`src/rtl/fft_mem_sequencer_if.sv`:
```
// ---------------------------------------------------------------------------
// fft_mem_sequencer_if
// Bundles the control, arbitration and address-generation signals of the
// FFT working-RAM sequencer.
//   master : host/test side (drives start, axi_req and optionally abort)
//   slave  : sequencer side (drives grant, RAM mode, status and addresses)
// Signals:
//   start, axi_req, abort (FFT_ABORT_EN only)  -> sequencer
//   axi_grant, mem_mode, busy, done            <- sequencer
//   rd_en, rd_adr, tw_idx                      <- operand read side
//   wr_en, wr_adr                              <- write-back side
//   stage                                      <- current FFT stage
// Optional feature macro: FFT_ABORT_EN adds the abort request.
// ---------------------------------------------------------------------------
interface fft_mem_sequencer_if #(
  parameter int ADDR_W = 12,
  parameter int N_LOG2 = 12
);
  localparam int STG_W = $clog2(N_LOG2);

  logic              start;
  logic              axi_req;
  logic              axi_grant;
  logic              mem_mode;
  logic              busy;
  logic              done;
  logic              rd_en;
  logic [ADDR_W-1:0] rd_adr;
  logic [N_LOG2-2:0] tw_idx;
  logic              wr_en;
  logic [ADDR_W-1:0] wr_adr;
  logic [STG_W-1:0]  stage;
`ifdef FFT_ABORT_EN
  logic              abort;
`endif

  modport master (
    output
`ifdef FFT_ABORT_EN
      abort,
`endif
      start, axi_req,
    input  axi_grant, mem_mode, busy, done, rd_en, rd_adr, tw_idx,
           wr_en, wr_adr, stage
  );

  modport slave (
    input
`ifdef FFT_ABORT_EN
      abort,
`endif
      start, axi_req,
    output axi_grant, mem_mode, busy, done, rd_en, rd_adr, tw_idx,
           wr_en, wr_adr, stage
  );
endinterface

```
`src/rtl/fft_mem_sequencer.sv`:
```
// ---------------------------------------------------------------------------
// fft_mem_sequencer
// Owns the FFT working RAM: arbitrates host (AXI) ownership against the FFT
// core and generates in-place radix-2 DIT butterfly addresses per stage.
// Ports:
//   clk    : rising-edge clock
//   rst_n  : asynchronous active-low reset
//   bus    : fft_mem_sequencer_if.slave (start/axi_req in; grant, RAM mode,
//            busy/done, read/write-back strobes and addresses, twiddle index,
//            stage out)
// Optional feature macro: FFT_ABORT_EN (abort input stops an FFT after its
// in-flight write-backs drain, without signalling done).
// ---------------------------------------------------------------------------
module fft_mem_sequencer #(
  parameter int ADDR_W = 12,
  parameter int N_LOG2 = 12,
  parameter int BF_LAT = 4
) (
  input logic               clk,
  input logic               rst_n,
  fft_mem_sequencer_if.slave bus
);
  localparam int STG_W = $clog2(N_LOG2);
  localparam int TW_W  = N_LOG2 - 1;

  typedef enum logic [2:0] {S_IDLE, S_AXI, S_RUN, S_DRAIN, S_DONE} state_t;

  state_t            state_q, state_d;
  logic [N_LOG2-1:0] rd_cnt_q;      // {butterfly k, A/B phase}
  logic [STG_W-1:0]  stage_q;
  logic              abort_q;
  logic              abort_req;
  logic              issue;
  logic              pipe_pending;
  logic [ADDR_W-1:0] k_ext, half, mask, adr_a, adr_b, rd_adr_c;
  logic [STG_W-1:0]  tw_sh;
  logic [TW_W-1:0]   tw;
  logic              wb_vld_p [BF_LAT];
  logic [ADDR_W-1:0] wb_adr_p [BF_LAT];

`ifdef FFT_ABORT_EN
  assign abort_req = (state_q == S_RUN) && bus.abort;
`else
  assign abort_req = 1'b0;
`endif

  // An abort suppresses the read in the very cycle it is seen.
  assign issue = (state_q == S_RUN) && !abort_req;

  // Butterfly k of stage s: A = k with a zero inserted at bit s, B = A + 2^s.
  always_comb begin
    k_ext = ADDR_W'(rd_cnt_q[N_LOG2-1:1]);
    half  = ADDR_W'(1) << stage_q;
    mask  = half - ADDR_W'(1);
    adr_a = ((k_ext & ~mask) << 1) | (k_ext & mask);
    adr_b = adr_a | half;
    tw_sh = STG_W'(N_LOG2 - 1) - stage_q;
    tw    = TW_W'(k_ext & mask) << tw_sh;
  end

  assign rd_adr_c = !issue ? '0 : (rd_cnt_q[0] ? adr_b : adr_a);

  // Write-backs still to come behind the one leaving the pipe this cycle.
  always_comb begin
    pipe_pending = 1'b0;
    for (int i = 0; i < BF_LAT - 1; i++) pipe_pending = pipe_pending | wb_vld_p[i];
  end

  always_comb begin
    state_d = state_q;
    case (state_q)
      S_IDLE: begin
        if (bus.start)        state_d = S_RUN;
        else if (bus.axi_req) state_d = S_AXI;
      end
      S_AXI:   if (!bus.axi_req) state_d = S_IDLE;
      S_RUN:   if (abort_req || (&rd_cnt_q)) state_d = S_DRAIN;
      S_DRAIN: begin
        if (!pipe_pending) begin
          if (abort_q)                           state_d = S_IDLE;
          else if (stage_q == STG_W'(N_LOG2 - 1)) state_d = S_DONE;
          else                                   state_d = S_RUN;
        end
      end
      S_DONE:  state_d = S_IDLE;
      default: state_d = S_IDLE;
    endcase
  end

  always_ff @(posedge clk or negedge rst_n) begin
    if (!rst_n) begin
      state_q  <= S_IDLE;
      rd_cnt_q <= '0;
      stage_q  <= '0;
      abort_q  <= 1'b0;
    end else begin
      state_q <= state_d;
      if (issue)                rd_cnt_q <= rd_cnt_q + 1'b1;
      else if (state_q != S_RUN) rd_cnt_q <= '0;
      if (state_q == S_DRAIN && state_d == S_RUN)       stage_q <= stage_q + 1'b1;
      else if (state_q == S_DRAIN && state_d != S_DRAIN) stage_q <= '0;
      if (abort_req)                                    abort_q <= 1'b1;
      else if (state_q != S_RUN && state_q != S_DRAIN)  abort_q <= 1'b0;
    end
  end

  // ---- write-back delay line: p[0] .. p[BF_LAT-1] ----
  always_ff @(posedge clk or negedge rst_n) begin
    if (!rst_n) begin
      for (int i = 0; i < BF_LAT; i++) begin
        wb_vld_p[i] <= 1'b0;
        wb_adr_p[i] <= '0;
      end
    end else begin
      wb_vld_p[0] <= issue;
      wb_adr_p[0] <= rd_adr_c;
      for (int i = 1; i < BF_LAT; i++) begin
        wb_vld_p[i] <= wb_vld_p[i-1];
        wb_adr_p[i] <= wb_adr_p[i-1];
      end
    end
  end

  assign bus.busy      = (state_q == S_RUN) || (state_q == S_DRAIN);
  assign bus.mem_mode  = !bus.busy;
  assign bus.axi_grant = (state_q == S_AXI);
  assign bus.done      = (state_q == S_DONE);
  assign bus.rd_en     = issue;
  assign bus.rd_adr    = rd_adr_c;
  assign bus.tw_idx    = (issue && !rd_cnt_q[0]) ? tw : '0;
  assign bus.wr_en     = wb_vld_p[BF_LAT-1];
  assign bus.wr_adr    = wb_adr_p[BF_LAT-1];
  assign bus.stage     = stage_q;
endmodule
```
`src/flat_wrapper.sv`:
```
// flat-port wrapper written by rule: the top's interface ports become plain ports
module fft_mem_sequencer_flat 
#(
  parameter int ADDR_W = 12,
  parameter int N_LOG2 = 12,
  parameter int BF_LAT = 4
)
  (clk, rst_n, bus_start, bus_axi_req, bus_axi_grant, bus_mem_mode, bus_busy, bus_done, bus_rd_en, bus_rd_adr, bus_tw_idx, bus_wr_en, bus_wr_adr, bus_stage);
  fft_mem_sequencer_if #(.ADDR_W(ADDR_W), .N_LOG2(N_LOG2)) bus_i ();
  input logic clk;
  input logic rst_n;
  input wire logic [$bits(bus_i.start)-1:0] bus_start;
  input wire logic [$bits(bus_i.axi_req)-1:0] bus_axi_req;
  output wire logic [$bits(bus_i.axi_grant)-1:0] bus_axi_grant;
  output wire logic [$bits(bus_i.mem_mode)-1:0] bus_mem_mode;
  output wire logic [$bits(bus_i.busy)-1:0] bus_busy;
  output wire logic [$bits(bus_i.done)-1:0] bus_done;
  output wire logic [$bits(bus_i.rd_en)-1:0] bus_rd_en;
  output wire logic [$bits(bus_i.rd_adr)-1:0] bus_rd_adr;
  output wire logic [$bits(bus_i.tw_idx)-1:0] bus_tw_idx;
  output wire logic [$bits(bus_i.wr_en)-1:0] bus_wr_en;
  output wire logic [$bits(bus_i.wr_adr)-1:0] bus_wr_adr;
  output wire logic [$bits(bus_i.stage)-1:0] bus_stage;
  assign bus_i.start = bus_start;
  assign bus_i.axi_req = bus_axi_req;
  assign bus_axi_grant = bus_i.axi_grant;
  assign bus_mem_mode = bus_i.mem_mode;
  assign bus_busy = bus_i.busy;
  assign bus_done = bus_i.done;
  assign bus_rd_en = bus_i.rd_en;
  assign bus_rd_adr = bus_i.rd_adr;
  assign bus_tw_idx = bus_i.tw_idx;
  assign bus_wr_en = bus_i.wr_en;
  assign bus_wr_adr = bus_i.wr_adr;
  assign bus_stage = bus_i.stage;
  fft_mem_sequencer #(.ADDR_W(ADDR_W), .N_LOG2(N_LOG2), .BF_LAT(BF_LAT)) u_core (.clk(clk), .rst_n(rst_n), .bus(bus_i));
endmodule
```
`config.mk`:
```
export PLATFORM = sky130hd
export DESIGN_NAME = fft_mem_sequencer_flat
export DESIGN_NICKNAME = d
export VERILOG_FILES = /design/src/rtl/fft_mem_sequencer_if.sv /design/src/rtl/fft_mem_sequencer.sv /design/src/flat_wrapper.sv
export SDC_FILE = /design/constraint.sdc
export NUM_CORES = 1
export LEC_CHECK = 0
export ABC_AREA = 1
export CORE_MARGIN = 2
export CORE_UTILIZATION = 49
export CTS_CLUSTER_DIAMETER = 100
export DETAILED_ROUTE_END_ITERATION = 10
export GPL_TIMING_DRIVEN = 0
export PLACE_DENSITY = 0.81
export SKIP_LAST_GASP = 1
export SYNTH_ARGS = -nofsm -noshare
export SYNTH_HDL_FRONTEND = slang
export SYNTH_SLANG_ARGS = --single-unit
```
`constraint.sdc`:
```
create_clock -name clk -period 2.9 [get_ports clk]
set_clock_uncertainty 0.15 [all_clocks]
set_input_delay 0.87 -clock clk [delete_from_list [all_inputs] [get_ports clk]]
set_output_delay 0.87 -clock clk [all_outputs]
set_load 0.005 [all_outputs]
```
==> flow_summary.rst <==
.. list-table::
   :header-rows: 1

   * - Metric
     - Value
   * - Fin. max-slew vios
     - 0
   * - Detailed Route Iter0 Violations
     - between 300 and 400
   * - Fin nets
     - 535
   * - Area share of the largest cell type after synthesis
     - 49.46%
   * - Worst r2r path cells
     - 12
   * - Minimum setup slack after placement
     - -742.8 ps
   * - Mean area per synthesized cell
     - ~8.8 sq um
   * - Ranking of synthesized cells by area
     - sky130_fd_sc_hd__dfrtp_1 49%, sky130_fd_sc_hd__nand2_1 7.9%, sky130_fd_sc_hd__nand3_1 5.2%, sky130_fd_sc_hd__inv_1 5.0%, sky130_fd_sc_hd__nor2_1 3.2%
   * - Number of buffers added by the clock tree synthesis step
     - 9
   * - Placed cell area
     - 4242 sq um
   * - Crit. End Element
     - primary output
   * - Yosys warning total
     - 0
   * - Startpoint types
     - flop
   * - # Max-Cap Violations
     - 0
   * - Commonest cells after routing, fill and taps aside
     - 68 x sky130_fd_sc_hd__dfrtp_1, 60 x sky130_fd_sc_hd__nand2_1, 57 x sky130_fd_sc_hd__buf_4, 44 x sky130_fd_sc_hd__inv_1, 24 x sky130_fd_sc_hd__nor2_1
   * - Cell-by-cell listing of the critical path
     - clkinv_4 -> ha_4 -> nand3_4 -> buf_4 -> nand3_4 -> o21ai_2 -> buf_4 -> nand4_1 -> nand3_1 -> nand3_1 -> nand2_1 -> nor2_1 -> nor2_1 -> buf_2
   * - Overflow after GRT
     - 0
   * - Clock tree from TritonCTS
     - done
   * - Average wire per standard cell
     - between 15 and 20 um
   * - Site row count
     - 31
   * - Width of the die
     - around 90 um
   * - Fmax
     - around 0.27 GHz
   * - Total of flip-flops plus latches after synthesis
     - slightly above 70
   * - Max_slew headroom
     - ~43%
   * - Sum of internal, switching and leakage power
     - 1.800 mW
   * - Worst hold slack after final layout
     - just under 200 ps
   * - Yosys cell types
     - 42
   * - # fillers
     - 450
   * - Final std cell area, no fill
     - ~5300 sq um
   * - Final Worst Setup Slack
     - -786.2 ps
   * - Critical path data required time
     - ~1900 ps
   * - Buffer and inverter count on the worst path
     - 4
   * - Leak
     - roughly 2.5 nW
   * - Vias per std cell
     - 5.618
   * - Height of the die
     - around 90 um
   * - Buffers added on ports
     - 48
   * - Min-Delay Path Class
     - reg -> reg
   * - Number of antenna violations at the first check in global routing
     - 0
   * - Sequential area share after synthesis
     - between 40% and 50%
   * - Dpl hpwl
     - around 5800 um
   * - Max FO, Critical Path
     - 6
   * - CTS clock-pin slew for the worst setup and hold paths
     - roughly 80 ps
   * - Levels on crit path
     - 14
   * - Mapped Nets
     - ~420
   * - CTS H-tree depth
     - 3
   * - Family with the most delay on the worst path
     - simple AND/OR/NAND/NOR gates
   * - Area of the die
     - 8032 sq um
   * - Utilization after layout
     - roughly three quarters
   * - Number of global-route vias before repair
     - about 3,400
   * - Actual transition at the worst max-transition pin
     - around 850 ps
   * - Setup repair after global routing missed its margin
     - true
   * - RD Place Congestion
     - approximately 0.89
   * - Gr usage total
     - 27.37%
   * - Residual DRC
     - 0
   * - Starting density of the core
     - 50.06%
   * - Clock Sinks
     - between 70 and 80
   * - P&R area growth vs syn
     - 47.02%
   * - Status
     - finished, violations left
   * - Maximum number of pins on one net before global-route repair
     - 72
   * - Signal arrival time at the worst endpoint
     - 2670 ps
   * - Routed via count
     - around 3,500
   * - Diodes inserted
     - 0
   * - Peak per-stage delay on the critical path
     - 490 ps
   * - Time the worst path needs with I/O delays and setup
     - approximately 3700 ps
   * - Worst hold path cell count
     - 0
   * - Clock Tree Buf Depth
     - 2
   * - Final count of hold timing violations
     - 0
   * - Synthesized area
     - around 3600 sq um
   * - Clock root buffer
     - sky130_fd_sc_hd__clkbuf_8
   * - Setup CP Type
     - reg -> out
   * - I/O pin total
     - between 40 and 50
   * - Critical path's slowest cell
     - sky130_fd_sc_hd__dfrtp_2
   * - Count of final setup violators
     - 23
   * - Dominant cell type by area after synthesis
     - sky130_fd_sc_hd__dfrtp_1
   * - Area of the core region
     - just over 7000 sq um
   * - Final clock period utilization by the worst path
     - 127.1%
   * - Clock insertion delay at the later pin of the skew report
     - 350 ps
   * - Number of optimization iterations in the first detailed-route pass
     - 7
   * - Power Density
     - around 340 nW/um^2
   * - DRT antenna net count
     - 0
   * - Global-route wire length before repair
     - 16,350 um
   * - Peak VDD IR
     - between 0.2 and 0.3 mV
   * - Most common cell after layout, fill and taps aside
     - sky130_fd_sc_hd__dfrtp_1
   * - Violated checks
     - setup timing
   * - Total wire length
     - approximately 11,000 um
   * - Fraction of final layout cells sized beyond drive strength 1
     - 43.83%
   * - Cells after Synth
     - 410
cells in the mapped netlist, drive strengths merged:
| master | number |
|---|---|
| a21oi | 19 |
| a22oi | 2 |
| a31oi | 5 |
| a41o | 1 |
| buf | 19 |
| clkbuf | 2 |
| clkinv | 1 |
| dfrtp | 71 |
| ha | 9 |
| inv | 60 |
| mux2i | 1 |
| nand2 | 85 |
| nand3 | 49 |
| nand4 | 6 |
| nor2 | 39 |
| nor3 | 11 |
| o211ai | 1 |
| o21a | 1 |
| o21ai | 17 |
| o21bai | 1 |
| o221ai | 3 |
| o22ai | 1 |
| o31ai | 1 |
| or2 | 2 |
| xor2 | 3 |
cells by family after synthesis:
logic type / Yosys count / share of synthesized area (%)
xor+xnor: 3 / 0.9407
simple gates: 192 / 26.89
fa+ha+maj: 9 / 3.135
compound gates: 52 / 8.848
mux: 1 / 0.2787
buf+inv: 82 / 10.45
flops: 71 / 49.46
per-stage QoR:
stage	std cells	TNS, ps
after detailed placement	557	-12390
after CTS	617	-9598
after global placement	557	-113620
after floorplan	410	0
final	626	-12000
after global routing	626	-14240
report_power, final:
group | internal (mW) | switching, mW | total [mW]
clock | 0.421 | 0.368 | 0.789
sequential | 0.990 | 0 | 0.990
combinational | 0.00317 | 0.0183 | 0.0214
total | 1.41 | 0.386 | 1.80
area by class of cell:
cell class                      count  area [sq um]  share of cell area, %
Clock buffer                       11         141.4                  2.677
Sequential cell                    71          1780                  33.71
Inverter                           61         256.5                  4.857
Multi-Input combinational cell    257          1936                  36.65
Clock inverter                      5         57.56                  1.090
Tap cell                           99         123.9                  2.345
Timing Repair Buffer              101         822.0                  15.57
Buffer                             21         163.9                  3.104
metal layers:
layer / GRT usage (%) / vias to the layer above / part of all wire [%]
li1: - / 1544 / -
met1: 33.25 / 1655 / 39
met2: 44.05 / 235 / 47
met3: 6.399 / 83 / 8.1
met4: 16.96 / 0 / 6.5
met5: 0 / - / 0
registers in the layout (all words and copies together), names as in the netlist:
signal and cells:
u_core.rd_cnt_q 12, u_core.bus.stage 4, u_core.state_q 3, u_core.bus.wr_en 1, u_core.wb_adr_p 36, u_core.wb_vld_p 3
u_core.bus.wr_adr 12
final timing paths:
path | start | end | slack [ps]
max | u_core.bus.stage[0] | bus_tw_idx[10] | -790
min | u_core.wb_adr_p[22] | u_core.bus.wr_adr[10] | 190
max reg2reg | u_core.rd_cnt_q[1] | u_core.bus.stage[0] | 510
min reg2reg | u_core.wb_adr_p[22] | u_core.bus.wr_adr[10] | 190
max in group asynchronous | rst_n | u_core.bus.stage[1] | 1550
min in group asynchronous | rst_n | u_core.state_q[0] | 460
what timing repair did:
item	4_1_cts	5_1_grt
pin swaps	62	36
resized for setup	179	33
hold buffers	0	0
endpoints found under the setup margin	24	24
setup buffers	44	10
Note: power is estimated with default switching activity, not from simulation.
